===== config.mk =====
export PLATFORM = sky130hd
export DESIGN_NAME = wb_stage
export DESIGN_NICKNAME = d
export VERILOG_FILES = /design/src/rtl/wb_stage.sv
export SDC_FILE = /design/constraint.sdc
export NUM_CORES = 1
export LEC_CHECK = 0
export BUFFER_PORTS_ARGS = -buffer_cell sky130_fd_sc_hd__buf_2
export CORE_MARGIN = 2
export CORE_UTILIZATION = 60
export CTS_BUF_LIST = sky130_fd_sc_hd__clkbuf_4
export CTS_CLUSTER_DIAMETER = 60
export DETAILED_ROUTE_END_ITERATION = 8
export GPL_TIMING_DRIVEN = 1
export MAX_ROUTING_LAYER = met4
export PLACE_DENSITY = 0.88
export SLEW_MARGIN = 15
export SYNTH_ARGS = -nofsm -noshare
export SYNTH_HDL_FRONTEND = slang
export SYNTH_SLANG_ARGS = --single-unit

===== constraint.sdc =====
create_clock -name clk -period 5.4 [get_ports clk]
set_clock_uncertainty 0.05 [all_clocks]
set_input_delay 0.27 -clock clk [delete_from_list [all_inputs] [get_ports clk]]
set_output_delay 0.27 -clock clk [all_outputs]
set_load 0.02 [all_outputs]

===== src/rtl/wb_stage.sv =====
// Writeback stage: merges single-cycle ALU results with a small in-order FIFO of
// load results onto one register-file write port, and tracks outstanding long writes.
module wb_stage #(
    parameter int LD_DEPTH = 2
) (
    input  logic        clk,
    input  logic        rst,
    input  logic        alu_valid,
    input  logic [4:0]  alu_rd,
    input  logic [31:0] alu_data,
    input  logic        ld_valid,
    output logic        ld_ready,
    input  logic [4:0]  ld_rd,
    input  logic [31:0] ld_data,
    input  logic        issue_valid,
    input  logic        issue_long,
    input  logic [4:0]  issue_rd,
    output logic [31:0] busy_mask,
    output logic        en_write,
    output logic [4:0]  waddr,
    output logic [31:0] wdata,
    output logic        ovf_err
);

    localparam int PTR_W = $clog2(LD_DEPTH);
    localparam int CNT_W = PTR_W + 1;

    if (LD_DEPTH < 2 || (LD_DEPTH & (LD_DEPTH - 1)) != 0) begin : g_bad_depth
        $error("LD_DEPTH must be a power of 2 and at least 2");
    end

    logic [PTR_W-1:0] head;
    logic [PTR_W-1:0] tail;
    logic [CNT_W-1:0] count;
    logic [36:0]      mem [LD_DEPTH];

    logic        push;
    logic        pop;
    logic        sel_valid;
    logic [4:0]  sel_rd;
    logic [31:0] sel_data;
    logic [4:0]  head_rd;
    logic [31:0] busy_next;

    assign ld_ready = (count < CNT_W'(LD_DEPTH));
    assign push     = ld_valid && ld_ready;
    assign head_rd  = mem[head][36:32];

    // ALU results always win the write port; the FIFO only drains in ALU-free cycles.
    always_comb begin
        pop       = 1'b0;
        sel_valid = 1'b0;
        sel_rd    = '0;
        sel_data  = '0;
        if (alu_valid) begin
            sel_valid = 1'b1;
            sel_rd    = alu_rd;
            sel_data  = alu_data;
        end else if (count != '0) begin
            pop       = 1'b1;
            sel_valid = 1'b1;
            sel_rd    = head_rd;
            sel_data  = mem[head][31:0];
        end
    end

    // A new outstanding write to the same register outranks retirement of the older one.
    always_comb begin
        busy_next = busy_mask;
        if (pop) begin
            busy_next[head_rd] = 1'b0;
        end
        if (issue_valid && issue_long && issue_rd != 5'd0) begin
            busy_next[issue_rd] = 1'b1;
        end
        busy_next[0] = 1'b0;
    end

    always_ff @(posedge clk) begin
        if (push) begin
            mem[tail] <= {ld_rd, ld_data};
        end
    end

    always_ff @(posedge clk or posedge rst) begin
        if (rst) begin
            head      <= '0;
            tail      <= '0;
            count     <= '0;
            busy_mask <= '0;
            en_write  <= 1'b0;
            waddr     <= '0;
            wdata     <= '0;
            ovf_err   <= 1'b0;
        end else begin
            if (push) begin
                tail <= tail + 1'b1;
            end
            if (pop) begin
                head <= head + 1'b1;
            end
            case ({push, pop})
                2'b10:   count <= count + 1'b1;
                2'b01:   count <= count - 1'b1;
                default: count <= count;
            endcase
            busy_mask <= busy_next;
            // Writes to x0 still consume their source but never reach the register file.
            en_write <= sel_valid && (sel_rd != 5'd0);
            if (sel_valid) begin
                waddr <= sel_rd;
                wdata <= sel_data;
            end
            if (ld_valid && !ld_ready) begin
                ovf_err <= 1'b1;
            end
        end
    end

endmodule


==> metrics <==
DRT iter0 DRCs=425; GRT busiest layer=met2; vias after detailed routing=5248; Die Area=0.0117 sq mm; Reg clk slew, reported paths=130 ps; TritonRoute pass-1 iters=7; crit end category=flip-flop; most frequent cells after synthesis=dfrtp_1 (74), edfxtp_1 (74), nand2_1 (47), o21ai_0 (42), mux2i_1 (38); Vias/cell=6.15; share of the synthesized area in the top cell type=34.2%; top_reg_cell synth=edfxtp_1; VDD IR-drop max=0.000310 V; LEAKAGE=3.30 nW; standard-cell rows=37; final WL=18.1 mm; first-pass GRT wire length=28.3 mm; I/O pins=157; Multi-input gate area=0.00222 sq mm; global routing usage on met1=40.0%; fraction of final layout cells sized beyond drive strength 1=33.3%; Syn. warnings=0; # clock sinks=148; initial antenna violation count=0; ant diodes=0; htree depth=4; Clock Latency Late Sink=550 ps; Clock Tree Buf Depth=2; critical path class=flip-flop to flip-flop; Worst-Margin Slew=1090 ps; met2 global-route usage=55.3%; DRC violations left=0; total power=3.56 mW; Syn Std Cell Area=0.00649 sq mm; total gr overflow=0; max-slew violations=0; syn avg cell area=13.4 sq um; post-CTS sizing=0; largest net degree at the start of global routing=77; area grow syn2layout=29.2%; Inserted Clock Buffers=17; core area=0.0104 sq mm; GPL Wtd Cong=0.830; final hold vios=0; RSZ-0062 raised after global routing=no; max cap viols=0; CP Data Required Time=5800 ps; Critical Path Start Type=flip-flop; worst-path fanout max=39; ANT nets after route=0; Worst slew margin=26.9%; Max Clock Freq=398 MHz; number of global-route vias before repair=5436; clock period minus worst slack=2510 ps; EDFF count, synth=74; filler instances=568; cell taking the most area after synthesis=edfxtp_1; synth top area cells=edfxtp_1 (34%), dfrtp_1 (29%), mux2_2 (6.4%); flop2flop setup slack=2890 ps; Syn Nets=570; pwr dens=424 mW/mm^2; period utilisation layout=46.5%; HPWL after DPL=10.0 mm; clock root cell=clkbuf_4; setup bufs post-CTS=0; Initial Util=62.3%; Async SR Flop Fraction=50.0%; sequential-to-total area share from yosys stat=62.7%; CTS tree=built; Synth cell types=48; Die W=108 microns; grt met3 use=6.93%; HP Class=input pin to flip-flop; PortBufs=155; setup_tns=0 ps; status=completed; Synth Instances=484; Setup-failing EPs final=0; CP Data Arrival Time=2910 ps; chip height=108 microns; #FFs+latches synth=148; wire per inst=21.2 microns; register area=0.00408 sq mm; Total Routing Usage GR=33.7%; Final nets=791
## cell type report
cell class	instances	area share, %
clock buffers	19	1.70
repair buffers	237	18.9
clock inverters	13	1.89
inverters	10	0.448
well taps	136	2.03
flip-flops and latches	148	48.6
multi-input cells	291	26.5
## metrics by stage
stage / utilization (%) / instance area (sq um) / instances / hold slack (ps) / setup slack [ps]
after floorplan: - / 6490 / 484 / 319 / 2570
after global placement: 70.2 / 7320 / 746 / 401 / 3060
after detailed placement: 70.2 / 7320 / 746 / 413 / 2990
after CTS: 80.4 / 8380 / 854 / 116 / 2910
after global routing: 80.5 / 8390 / 854 / 136 / 2750
final: 80.5 / 8390 / 854 / 158 / 2890
## final timing paths
check                      depth (start not counted)                start                      end
max                                                4     head$_DFFE_PP0P_  busy_mask[22]$_DFF_PP0_
min                                                4          issue_rd[3]   busy_mask[4]$_DFF_PP0_
max reg2reg                                        4     head$_DFFE_PP0P_  busy_mask[22]$_DFF_PP0_
min reg2reg                                        1  ovf_err$_DFFE_PP0P_      ovf_err$_DFFE_PP0P_
max in group asynchronous                          4                  rst         head$_DFFE_PP0P_
min in group asynchronous                          4                  rst      ovf_err$_DFFE_PP0P_
## sequential cells by signal, summed over array words and instances (netlist names)
signal and count:
en_write 1, wdata 32, tail 1, count 2
ovf_err 1, mem 74, head 1, busy_mask 31
waddr 5
## timing repair
action	CTS	global route
hold buffers	76	0
hold endpoints to repair	186	0
endpoints found under the setup margin	0	0
## power by group
part / switching (mW) / internal, mW / total [mW]
Sequential: 0.166 / 1.42 / 1.58
Clock: 0.416 / 0.329 / 0.745
Combinational: 0.717 / 0.511 / 1.23
Total: 1.30 / 2.26 / 3.56
## kinds of logic (layout without fill, tap and decap cells)
logic type	count (synthesis)	in the layout	share of synthesized area, %
fa+ha+maj	1	1	0.193
simple gates	94	94	7.75
compound gates	114	114	12.7
flops	148	148	62.7
buf+inv	45	279	3.35
mux	76	76	12.5
xor+xnor	5	5	0.674
other cells	1	1	0.0578
## worst max-delay path, cell delays in order (launching register included)
cell and delay (ps):
dfrtp_2 700, buf_4 490, mux2i_2 800, o21ai_0 200
o211ai_1 140
## layer usage
metal  share of wire (%)  vias to the layer above
li1                    -                     2283
met1                  37                     2607
met2                  52                      299
met3                 7.2                       59
met4                 4.1                        0
met5                   0                        -
## placed cells by master (no fill, tap or decap), types with 7 or more instances in the layout
cell / instances
dfrtp_1: 73
clkbuf_4: 19
inv_1: 9
mux2_2: 37
nand2_1: 47
o21ai_0: 42
dlygate4sd3_1: 76
o211ai_1: 7
buf_2: 155
o31a_1: 25
a211o_1: 8
a221o_1: 16
mux2i_1: 38
edfxtp_1: 74
nor2_1: 10
No activity file was read; power rests on OpenSTA's default activity.
